**src/rtl/uart_cmd_pkg.sv**
```systemverilog
// Shared constants and FSM encoding for the UART command controller.
// Frame layout: HEADER, CMD, ADDR, DATA, CSUM.
package uart_cmd_pkg;

  localparam logic [7:0] HEADER   = 8'hA5;
  localparam logic [7:0] CMD_WR   = 8'h01;
  localparam logic [7:0] CMD_RD   = 8'h02;
  localparam logic [7:0] ACK_BYTE = 8'h55;
  localparam logic [7:0] NAK_BYTE = 8'hEE;

  localparam logic [1:0] ERR_CSUM    = 2'b01;
  localparam logic [1:0] ERR_CMD     = 2'b10;
  localparam logic [1:0] ERR_TIMEOUT = 2'b11;

  typedef enum logic [2:0] {
    ST_IDLE,
    ST_GET_CMD,
    ST_GET_ADDR,
    ST_GET_DATA,
    ST_GET_CSUM,
    ST_EXEC,
    ST_RD_CAP,
    ST_TX_WAIT
  } state_t;

  function automatic logic [7:0] frame_csum(input logic [7:0] cmd,
                                            input logic [7:0] addr,
                                            input logic [7:0] data);
    return cmd + addr + data;
  endfunction

endpackage

```
**src/rtl/uart_cmd_timeout.sv**
```systemverilog
// Inter-byte timeout counter: clears on i_clr or while disabled, counts while
// enabled, and flags o_expire in the cycle the count reaches TIMEOUT_CYC-1.
module uart_cmd_timeout #(
  parameter int TIMEOUT_CYC = 156250
) (
  input  logic clk,
  input  logic rst_n,
  input  logic i_clr,
  input  logic i_en,
  output logic o_expire
);

  localparam logic [17:0] LAST_CNT = 18'(TIMEOUT_CYC - 1);

  if (TIMEOUT_CYC < 2 || TIMEOUT_CYC > 262144) begin : g_bad_timeout
    $error("uart_cmd_timeout: TIMEOUT_CYC must be in 2..262144");
  end

  logic [17:0] r_count;

  always_ff @(posedge clk or negedge rst_n) begin
    if (!rst_n) begin
      r_count <= '0;
    end else if (i_clr || !i_en) begin
      r_count <= '0;
    end else begin
      r_count <= r_count + 18'd1;
    end
  end

  assign o_expire = i_en && (r_count == LAST_CNT);

endmodule

```
**src/rtl/uart_cmd_ctrl.sv**
```systemverilog
// Frame parser behind the UART receiver: decodes 5-byte frames into register
// writes/reads and returns a one-byte ACK, NAK or read-data reply.
module uart_cmd_ctrl
  import uart_cmd_pkg::*;
#(
  parameter int TIMEOUT_CYC = 156250
) (
  input  logic       clk,
  input  logic       rst_n,
  input  logic [7:0] rx_data,
  input  logic       rx_done,
  output logic [7:0] reg_addr,
  output logic [7:0] reg_wdata,
  output logic       reg_wr_en,
  output logic       reg_rd_en,
  input  logic [7:0] reg_rdata,
  output logic [7:0] tx_data,
  output logic       tx_start,
  input  logic       tx_busy,
  output logic       frame_err,
  output logic [1:0] err_code,
  output logic       busy
);

  state_t      r_state;
  state_t      w_state_next;
  logic [7:0]  r_cmd;
  logic [7:0]  r_addr;
  logic [7:0]  r_data;
  logic [7:0]  r_csum;
  logic [7:0]  r_tx_data;
  logic [1:0]  r_err_code;

  logic        w_in_get;
  logic        w_expire;
  logic        w_timeout;
  logic        w_csum_ok;
  logic        w_wr_en;
  logic        w_rd_en;
  logic        w_tx_start;
  logic        w_frame_err;
  logic [1:0]  w_err_val;

  assign w_in_get  = (r_state == ST_GET_CMD) || (r_state == ST_GET_ADDR) ||
                     (r_state == ST_GET_DATA) || (r_state == ST_GET_CSUM);
  assign w_csum_ok = (frame_csum(r_cmd, r_addr, r_data) == r_csum);
  // A byte arriving in the expiry cycle takes precedence over the timeout.
  assign w_timeout = w_expire && !rx_done;

  uart_cmd_timeout #(
    .TIMEOUT_CYC(TIMEOUT_CYC)
  ) u_timeout (
    .clk     (clk),
    .rst_n   (rst_n),
    .i_clr   (rx_done),
    .i_en    (w_in_get),
    .o_expire(w_expire)
  );

  always_comb begin
    w_state_next = r_state;
    w_wr_en      = 1'b0;
    w_rd_en      = 1'b0;
    w_tx_start   = 1'b0;
    w_frame_err  = 1'b0;
    w_err_val    = r_err_code;
    case (r_state)
      ST_IDLE:     if (rx_done && rx_data == HEADER) w_state_next = ST_GET_CMD;
      ST_GET_CMD:  if (rx_done) w_state_next = ST_GET_ADDR;
      ST_GET_ADDR: if (rx_done) w_state_next = ST_GET_DATA;
      ST_GET_DATA: if (rx_done) w_state_next = ST_GET_CSUM;
      ST_GET_CSUM: if (rx_done) w_state_next = ST_EXEC;
      ST_EXEC: begin
        if (!w_csum_ok) begin
          w_frame_err  = 1'b1;
          w_err_val    = ERR_CSUM;
          w_state_next = ST_TX_WAIT;
        end else if (r_cmd == CMD_WR) begin
          w_wr_en      = 1'b1;
          w_state_next = ST_TX_WAIT;
        end else if (r_cmd == CMD_RD) begin
          w_rd_en      = 1'b1;
          w_state_next = ST_RD_CAP;
        end else begin
          w_frame_err  = 1'b1;
          w_err_val    = ERR_CMD;
          w_state_next = ST_TX_WAIT;
        end
      end
      ST_RD_CAP:   w_state_next = ST_TX_WAIT;
      ST_TX_WAIT: begin
        if (!tx_busy) begin
          w_tx_start   = 1'b1;
          w_state_next = ST_IDLE;
        end
      end
      default:     w_state_next = ST_IDLE;
    endcase
    if (w_timeout) begin
      w_frame_err  = 1'b1;
      w_err_val    = ERR_TIMEOUT;
      w_state_next = ST_IDLE;
    end
  end

  always_ff @(posedge clk or negedge rst_n) begin
    if (!rst_n) begin
      r_state    <= ST_IDLE;
      r_cmd      <= '0;
      r_addr     <= '0;
      r_data     <= '0;
      r_csum     <= '0;
      r_tx_data  <= '0;
      r_err_code <= '0;
    end else begin
      r_state <= w_state_next;
      if (rx_done) begin
        case (r_state)
          ST_GET_CMD:  r_cmd  <= rx_data;
          ST_GET_ADDR: r_addr <= rx_data;
          ST_GET_DATA: r_data <= rx_data;
          ST_GET_CSUM: r_csum <= rx_data;
          default:     ;
        endcase
      end
      // Reads leave tx_data alone here; RD_CAP loads the returned byte.
      if (r_state == ST_EXEC) begin
        if (w_wr_en)       r_tx_data <= ACK_BYTE;
        else if (!w_rd_en) r_tx_data <= NAK_BYTE;
      end else if (r_state == ST_RD_CAP) begin
        r_tx_data <= reg_rdata;
      end
      if (w_frame_err) r_err_code <= w_err_val;
    end
  end

  assign reg_addr  = r_addr;
  assign reg_wdata = r_data;
  assign reg_wr_en = w_wr_en;
  assign reg_rd_en = w_rd_en;
  assign tx_data   = r_tx_data;
  assign tx_start  = w_tx_start;
  assign frame_err = w_frame_err;
  assign err_code  = w_frame_err ? w_err_val : r_err_code;
  assign busy      = (r_state != ST_IDLE);

endmodule

```
**config.mk**
```make
export PLATFORM = sky130hd
export DESIGN_NAME = uart_cmd_ctrl
export DESIGN_NICKNAME = d
export VERILOG_FILES = /design/src/rtl/uart_cmd_pkg.sv /design/src/rtl/uart_cmd_timeout.sv /design/src/rtl/uart_cmd_ctrl.sv
export SDC_FILE = /design/constraint.sdc
export NUM_CORES = 1
export LEC_CHECK = 0
export CORE_UTILIZATION = 50
export CTS_CLUSTER_DIAMETER = 30
export DETAILED_ROUTE_END_ITERATION = 8
export PLACE_DENSITY_LB_ADDON = 0.25
export SYNTH_ARGS = -nofsm -noshare
export SYNTH_HDL_FRONTEND = slang
export SYNTH_HIERARCHICAL = 1
export SYNTH_SLANG_ARGS = --single-unit
```
**constraint.sdc**
```tcl
create_clock -name clk -period 9.7 [get_ports clk]
set_clock_uncertainty 0.15 [all_clocks]
set_input_delay 2.425 -clock clk [delete_from_list [all_inputs] [get_ports clk]]
set_output_delay 2.425 -clock clk [all_outputs]
set_load 0.005 [all_outputs]
```
# After elaboration in Yosys (flattened, before gate mapping)
# Cells that the tools add are included.
word_totals:
  regBits: 63
  in_bits: 20
  output_inout_bits: 31
  elab_cells: 84
op_classes:
  addsub: 3
  eq_ne: 19
  n_mux: 36
  reduce_logical: 18
ops:
  columns: ["op", "n"]
  rows:
  - ["2-to-1 mux 8 bit", 4]
  - ["case mux 3 bit (8 select lines)", 1]
  - ["2-to-1 mux 3 bit", 7]
  - ["inequality test 3 bit, second input constant", 7]
  - ["adder 18 x 1 -> 18 bit, second input constant", 1]
  - ["equality test 18 bit, second input constant", 1]
  - ["2-to-1 mux 18 bit", 1]
  - ["2-to-1 mux 1 bit", 17]
  - ["adder 8 bit", 2]
  - ["equality test 3 bit, second input constant", 4]
  - ["2-to-1 mux 2 bit", 6]
  - ["AND reduction 2 bit", 5]
  - ["equality test 8 x 1 -> 1 bit, second input constant", 1]
  - ["equality test 8 x 2 -> 1 bit, second input constant", 1]
  - ["equality test 8 bit", 1]
  - ["equality test 8 bit, second input constant", 1]
  - ["equality test 3 x 2 -> 1 bit, second input constant", 2]
  - ["AND reduction 6 bit", 1]
  - ["logical OR 1 bit", 4]
  - ["equality test 3 x 1 -> 1 bit, second input constant", 1]
  - ["logical AND 1 bit", 3]
  - ["logical NOT 3 bit", 1]
  - ["nonzero test 3 bit", 1]
  - ["logical NOT 1 bit", 2]
  - ["nonzero test 2 bit", 1]

# Longest topological paths before layout
# Gate-level depths: netlist of the first run.
logic_depth:
  word_depth: 8
  ltp_mapped: 11
  mapped_depth_nobuf: 10

# Cells and area by module
# Netlist of the first run, hierarchy kept.
modules_own_cells:
  columns: ["module", "instances", "cells_per_inst", "area_each_um2"]
  rows:
  - ["uart_cmd_ctrl", 1, 212, 2502.4]
  - ["uart_cmd_timeout", 1, 98, 925.9]

# Worst setup path before layout of the first run
# No wires, ideal clock.
synth_timing:
  kind: "input port to output port"
  start: "in rx_done"
  end: "out err_code[0]"
  arrival_ps: 2769
  required_time_ps: 7125
  setup_slack_ps: 4356
  cell_stages: 3
  path_buffers: 0
  path_cell_list: "nor2_1 a21oi_1 nand2_1"
synth_via:
  elab_chain_len: 4
  elab_cells_between_ends: 5
  classes_between: "mux (3); reduce/logical (2)"
synth_lines:
  columns: ["element", "line", "text"]
  rows:
  - ["start, declared", "uart_cmd_ctrl.sv:11", "input logic rx_done,"]
  - ["logical NOT 1 bit (*)", "uart_cmd_ctrl.sv:48", "assign w_timeout = w_expire && !rx_done;"]
  - ["logical AND 1 bit (*)", "uart_cmd_ctrl.sv:48", null]
  - ["2-to-1 mux 2 bit / 2-to-1 mux 1 bit (equally long branches)", "uart_cmd_ctrl.sv:99", "if (w_timeout) begin"]
  - ["2-to-1 mux 2 bit (*)", "uart_cmd_ctrl.sv:144", "assign err_code = w_frame_err ? w_err_val : r_err_code;"]
  - ["end, declared", "uart_cmd_ctrl.sv:21", "output logic [1:0] err_code,"]
# Every way passes the cells marked *; elsewhere a longest branch is shown, timed or not.

# Final worst setup path of the first run
# Same ends and word-level chain as after synthesis.

==> impl_metrics.py, run 1 <==
metrics = {
    "layout": {
        "n_antenna_cell": 0,
        "drive_gt1_share_pct": 15.6,
        "layout.nets": 400,
        "area_growth_pct": 21.2,
        "fin_area_mm2": 0.00416,
        "final_core_util_pct": 64.0,
        "nFillCells": 541,
    },
    "critical_path": {
        "r2r_setup_slack_ns": 6.10,
        "cp-end-kind": "output port",
        "r2r-end": "tx_data[0]",
        "crit_path_max_fanout": 8,
        "critPathKind": "in -> out",
        "critPathLaunchType": "input port",
        "crit_start": "rx_done",
        "regToRegStartpoint": "reg_addr[1]",
        "critPathCapture": "err_code[0]",
        "cp.required_ns": 7.13,
        "arrival_ns": 3.97,
        "rr_worst_depth": 8,
    },
    "synth": {
        "synth_cells": 310,
        "synth.avg_cell_area_um2": 11.1,
        "ys_seq_elements": 63,
        "synth_warnings": 6,
        "async_reset_ff_share_pct": 100,
        "yosysUniqueCellTypes": 50,
        "synthFlopType": "dfrtp_1",
        "ys_seq_area_share_pct": 46.0,
        "syn_nets": 346,
        "syn_area_mm2": 0.00343,
        "synth_edf_count": 0,
    },
    "floorplanning": {
        "rows": 29,
        "core_mm2": 0.00649,
        "die_h_um": 84.8,
        "start_util_pct": 52.8,
        "die_w_um": 84.8,
        "io_pins": 51,
        "dieArea_mm2": 0.00719,
    },
    "clock_network": {
        "cts_num_sinks": 63,
        "root_buffer": "clkbuf_8",
        "clk_latency_ns": 0.33,
        "cts_hold_buf": 0,
        "htreeDepth": 3,
        "clk_pin_slew_ns": 0.06,
        "ctsLongestPathBuffers": 2,
        "post_cts_buffers": 0,
        "cts_buffers": 9,
        "cts_tree": "yes",
        "postCtsResizedCells": 0,
    },
    "detailed_routing": {
        "wl_per_cell_um": 15.7,
        "num_vias": 2496,
        "drtPass1Iterations": 6,
        "drc": 7,
        "ant_nets": 0,
        "drt_iter0_markers": 86,
        "vias_per_cell": 5.63,
        "wirelength_mm": 6.95,
    },
    "global_route": {
        "grt_pass1_vias": 2427,
        "grt_overflow": 0,
        "grt_use_total_pct": 22.0,
        "grt_max_degree": 64,
        "antenna_found_initial": 0,
        "grt_pass1_wl_mm": 11.9,
    },
    "run_status": {
        "status": "complete, but fails checks",
        "violations": "DRC",
    },
    "sta": {
        "setup_ws_ns": 3.15,
        "slew_viol_final": 0,
        "hold_viol_final": 0,
        "setup_viol": 0,
        "maxSlewHeadroom_pct": 34.4,
        "fmax_mhz": 153,
        "finalSetupTns_ns": 0,
        "tightest_slew_ns": 0.980,
        "fin_hold_ws_ns": 0.334,
        "period_share_pct": 67.5,
        "rsz0062_at_grt": "no",
        "min_period_ns": 6.55,
    },
    "placement": {
        "post-place-ws_ns": 3.15,
        "io_buffers": 50,
        "place.gp.congestion": 0.776,
        "post_dp_cell_area_mm2": 0.00399,
        "hpwl_mm": 5.05,
    },
    "power": {
        "powerDensity_mw_per_mm2": 379,
        "leakagePower_nw": 1.73,
        "ir_drop_mv": 0.170,
    },
    "hold_path": {
        "hold_class": "reg -> reg",
    },
    "flow_run": {
        "drv_cap": 0,
    },
}
-- flip-flops by register name, summed over array words and instances, names as in the netlist --
signal,count
reg_addr,8
u_timeout/r_count,18
r_state,3
r_cmd,8
r_err_code,2
reg_wdata,8
tx_data,8
r_csum,8
-- layout by cell type (no fill, tap or decap), drive strengths merged, types with 5 or more instances in the layout --
cell type,n
nand4,8
dfrtp,63
ha,8
clkbuf,12
xor2,9
nor3,7
nand2,21
clkdlybuf4s50,49
a21oi,12
nand3,8
nor2,28
inv,14
o22ai,5
mux2i,6
o21ai,11
fa,8
mux2,34
xnor2,15
-- stage by stage --
stage,total power [mW],cells
final,1.58,443
after global routing,1.72,443
after CTS,1.59,443
after detailed placement,1.38,430
after global placement,1.36,430
after floorplan,1.11,310
-- power by group --
part | switching (mW) | total [mW] | leakage (nW) | internal [mW]
logic | 0.437 | 0.918 | 0.852 | 0.482
registers | 0.0962 | 0.460 | 0.783 | 0.363
clock network | 0.0891 | 0.198 | 0.0902 | 0.109
total | 0.622 | 1.58 | 1.73 | 0.954
-- logic make-up (layout without fill, tap and decap cells) --
family | after synthesis | after routing | synth area share, %
muxes | 40 | 40 | 12.9
xor gates and xnor gates | 25 | 25 | 6.79
AOI/OAI and AO/OA | 44 | 44 | 8.18
adders and majority gates | 16 | 16 | 7.59
DFF | 63 | 63 | 46.0
buffers and inverters | 22 | 78 | 2.74
and+or+nand+nor | 100 | 100 | 15.8
-- cell usage after synthesis, types with 2 or more instances --
cell | count | area, um2
nor4b_1 | 2 | 17.5
inv_1 | 14 | 52.6
mux2_2 | 32 | 360
nor4_1 | 4 | 25.0
nor2_1 | 28 | 105
fa_1 | 8 | 160
buf_2 | 3 | 15.0
a21o_1 | 2 | 15.0
clkbuf_1 | 4 | 15.0
nand3_1 | 8 | 40.0
nor4bb_1 | 2 | 20.0
o21ai_1 | 2 | 10.0
and3_1 | 3 | 18.8
a21oi_1 | 12 | 60.1
dfrtp_1 | 63 | 1580
mux2i_1 | 6 | 60.1
or4b_1 | 2 | 20.0
o31ai_1 | 3 | 22.5
a31o_2 | 2 | 17.5
or3_1 | 4 | 25.0
xnor2_1 | 15 | 131
o22ai_1 | 4 | 25.0
nand2_1 | 21 | 78.8
o21ai_0 | 9 | 45.0
xor2_1 | 9 | 78.8
a31oi_1 | 3 | 18.8
nand4_1 | 7 | 43.8
nor3_1 | 7 | 35.0
mux2_1 | 2 | 22.5
nand2b_1 | 2 | 12.5
ha_1 | 8 | 100
-- worst max-delay path, cell delays in order --
cell and delay, ns:
clkdlybuf4s50_1 0.53, nor2_1 0.31, a21oi_1 0.07, nand2_1 0.12, clkdlybuf4s50_1 0.51
-- cell type report --
type | count | area (um2) | share of cell area [%]
timing repair buffer | 51 | 503 | 12.1
sequential | 63 | 1580 | 37.9
multi-input combinational | 225 | 1760 | 42.3
tap | 77 | 96.3 | 2.32
clock inverter | 1 | 5.00 | 0.120
clock buffer | 12 | 165 | 3.97
inverter | 14 | 52.6 | 1.26
-- worst min-delay path by stage --
stage / startpoint / to / slack (ns) / cells after the start
after global placement: tx_data[4] / tx_data[4] / 0.32 / 1
after CTS: tx_data[4] / tx_data[4] / 0.34 / 1
after detailed placement: tx_data[4] / tx_data[4] / 0.32 / 1
after global routing: u_timeout/r_count[0] / u_timeout/r_count[0] / 0.35 / 1
final: tx_data[4] / tx_data[4] / 0.33 / 1
after floorplan: u_timeout/r_count[0] / u_timeout/r_count[0] / 0.31 / 1
-- routing by layer --
metal  GRT usage, %  share of wire, %
met5              0                 0
met4           9.24               1.5
met3           6.00               4.7
met2           33.2                46
met1           30.2                47
Power figures use the tool's default switching activity.
==> run 2, diff against run 1 <==
==> constraint.sdc (replaced) <==
create_clock -name clk -period 6.6 [get_ports clk]
set_clock_uncertainty 0.15 [all_clocks]
set_input_delay 1.65 -clock clk [delete_from_list [all_inputs] [get_ports clk]]
set_output_delay 1.65 -clock clk [all_outputs]
set_load 0.005 [all_outputs]
==> run 2 against run 1 <==
The run still ends with DRC left; clock power is 68% higher; register-to-register slack got worse by 3.1 ns; worst hold slack better by 0.0062 ns; setup slack lost 2.1 ns; routed wire length grew 2.3%; count of clock-buffer cells in the layout shrank 2; combinational power up 48%; sequential share of layout area decreased by 0.25 points.
==> impl_metrics.py, run 2 (same netlist as run 1, synthesis figures left out) <==
metrics = {
    "run_status": {
        "status": "complete, but fails checks",
        "violations": "DRC",
    },
    "critical_path": {
        "worst_path_most_repeated_cell": "fa_1",
        "critPathKind": "reg -> out",
        "crit_path_max_fanout": 5,
        "critPathLaunchType": "flip-flop",
        "arrival_ns": 3.76,
        "cp.required_ns": 4.80,
        "crit_path_max_incr_delay_ns": 0.50,
        "path_cells": "fa_1, ha_1, fa_1, nand3_1, nand2_1, xnor2_1, or3b_2, o21ai_0, a21o_1, clkdlybuf4s50_1",
        "path_buf_inv": 1,
        "critPathTopFamily": "adder cells",
        "crit_cells": 10,
        "cp-end-kind": "output port",
        "cp_slowest_cell": "or3b_2",
        "rr_worst_depth": 9,
    },
    "global_route": {
        "grt_overflow": 0,
        "grt_use_total_pct": 22.0,
        "grt_max_degree": 64,
        "antenna_found_initial": 0,
        "grt_pass1_wl_mm": 12.0,
        "grt_pass1_vias": 2460,
    },
    "power": {
        "ir_drop_mv": 0.289,
        "p_int_mw": 1.42,
        "totalPowerFinal_mw": 2.37,
        "p_seq_share_pct": 28.6,
        "netSwitchingPower_uw": 944,
        "pwr-share-comb_pct": 57.3,
        "pwr-share-clk_pct": 14.1,
        "leakagePower_nw": 1.73,
        "powerDensity_mw_per_mm2": 566,
        "sw_frac_of_total_pct": 39.9,
    },
    "detailed_routing": {
        "wirelength_mm": 7.11,
        "drtPass1Iterations": 6,
        "drc": 7,
        "wl_per_cell_um": 15.9,
        "vias_per_cell": 5.62,
        "num_vias": 2508,
        "ant_nets": 0,
        "drt_iter0_markers": 196,
    },
    "layout": {
        "layout.nets": 400,
        "final_cell_mix": "dfrtp_1 (63), clkdlybuf4s50_1 (49), mux2_2 (32)",
        "drive_gt1_share_pct": 16.3,
        "largest_register_ff_count": 18,
        "n_antenna_cell": 0,
        "final_core_util_pct": 64.4,
        "mostFrequentLayoutCell": "dfrtp_1",
        "largest_register": "u_timeout/r_count",
        "area_growth_pct": 22.0,
        "nFillCells": 531,
    },
    "placement": {
        "hpwl_mm": 5.00,
        "place.gp.congestion": 0.836,
        "io_buffers": 50,
    },
    "sta": {
        "tightest_slew_ns": 0.879,
        "rsz0062_at_grt": "no",
        "maxSlewHeadroom_pct": 41.2,
        "period_share_pct": 84.3,
        "hold_viol_final": 0,
        "finalSetupTns_ns": 0,
        "min_period_ns": 5.56,
        "slew_viol_final": 0,
        "fin_hold_ws_ns": 0.340,
        "setup_viol": 0,
        "fmax_mhz": 180,
    },
    "floorplanning": {
        "dieArea_mm2": 0.00719,
        "die_w_um": 84.8,
        "core_mm2": 0.00649,
        "rows": 29,
        "io_pins": 51,
        "start_util_pct": 52.8,
        "die_h_um": 84.8,
    },
    "clock_network": {
        "cts_num_sinks": 63,
        "post_cts_buffers": 0,
        "ctsLongestPathBuffers": 2,
        "clk_latency_ns": 0.35,
        "clk_pin_slew_ns": 0.07,
        "cts_tree": "yes",
        "htreeDepth": 3,
        "postCtsResizedCells": 0,
        "cts_hold_buf": 0,
        "cts_buffers": 9,
        "root_buffer": "clkbuf_8",
    },
    "flow_run": {
        "drv_cap": 0,
    },
    "hold_path": {
        "hold_class": "reg -> reg",
        "holdPathStages": 1,
    },
}
run 2: cell count changes in the layout (fill, tap and decap cells not counted):
cell,delta
clkinv_2,+2
bufinv_16,+1
clkinvlp_4,+2
clkbuf_8,-2
run 2: layout make-up:
type | count | area, um2 | area share [%]
multi-input cells | 225 | 1760 | 42.0
flip-flops and latches | 63 | 1580 | 37.7
repair buffers | 51 | 503 | 12.0
clock buffers | 10 | 138 | 3.29
well taps | 77 | 96.3 | 2.30
clock inverters | 6 | 60.1 | 1.44
inverters | 14 | 52.6 | 1.26
run 2: per-layer routing:
metal  vias to the layer above  GRT usage (%)  share of wire [%]
li1                       1209              -                  -
met4                         0           10.8                2.3
met3                        13           5.41                4.7
met1                      1215           30.9                 48
met5                         -              0                  0
met2                        71           32.0                 45
run 2: final timing paths:
path                            start           to  slack [ns]
setup / recovery             r_cmd[1]  err_code[1]        1.04
hold reg to reg            tx_data[4]   tx_data[4]        0.34
hold / removal             tx_data[4]   tx_data[4]        0.34
setup reg to reg             r_cmd[1]   tx_data[0]        3.02
min in group asynchronous       rst_n   tx_data[2]        1.31
max in group asynchronous       rst_n  reg_addr[2]        4.46
run 2: stage by stage:
stage / std cells / area [um2] / setup WS (ns)
global route: 446 / 4180 / 0.812
finish: 446 / 4180 / 1.04
floorplan: 310 / 3430 / 2.10
CTS: 446 / 4180 / 1.01
detailed placement: 430 / 3990 / 1.39
global placement: 430 / 3990 / 1.43
run 2: power by group through the flow:
| stage | combinational (mW) | sequential, mW | clock, mW |
|---|---|---|---|
| floorplan | 0.979 | 0.647 | 0 |
| global route | 1.51 | 0.701 | 0.361 |
| CTS | 1.36 | 0.678 | 0.343 |
| global placement | 1.32 | 0.675 | 0 |
| detailed placement | 1.35 | 0.685 | 0 |
| finish | 1.36 | 0.677 | 0.333 |
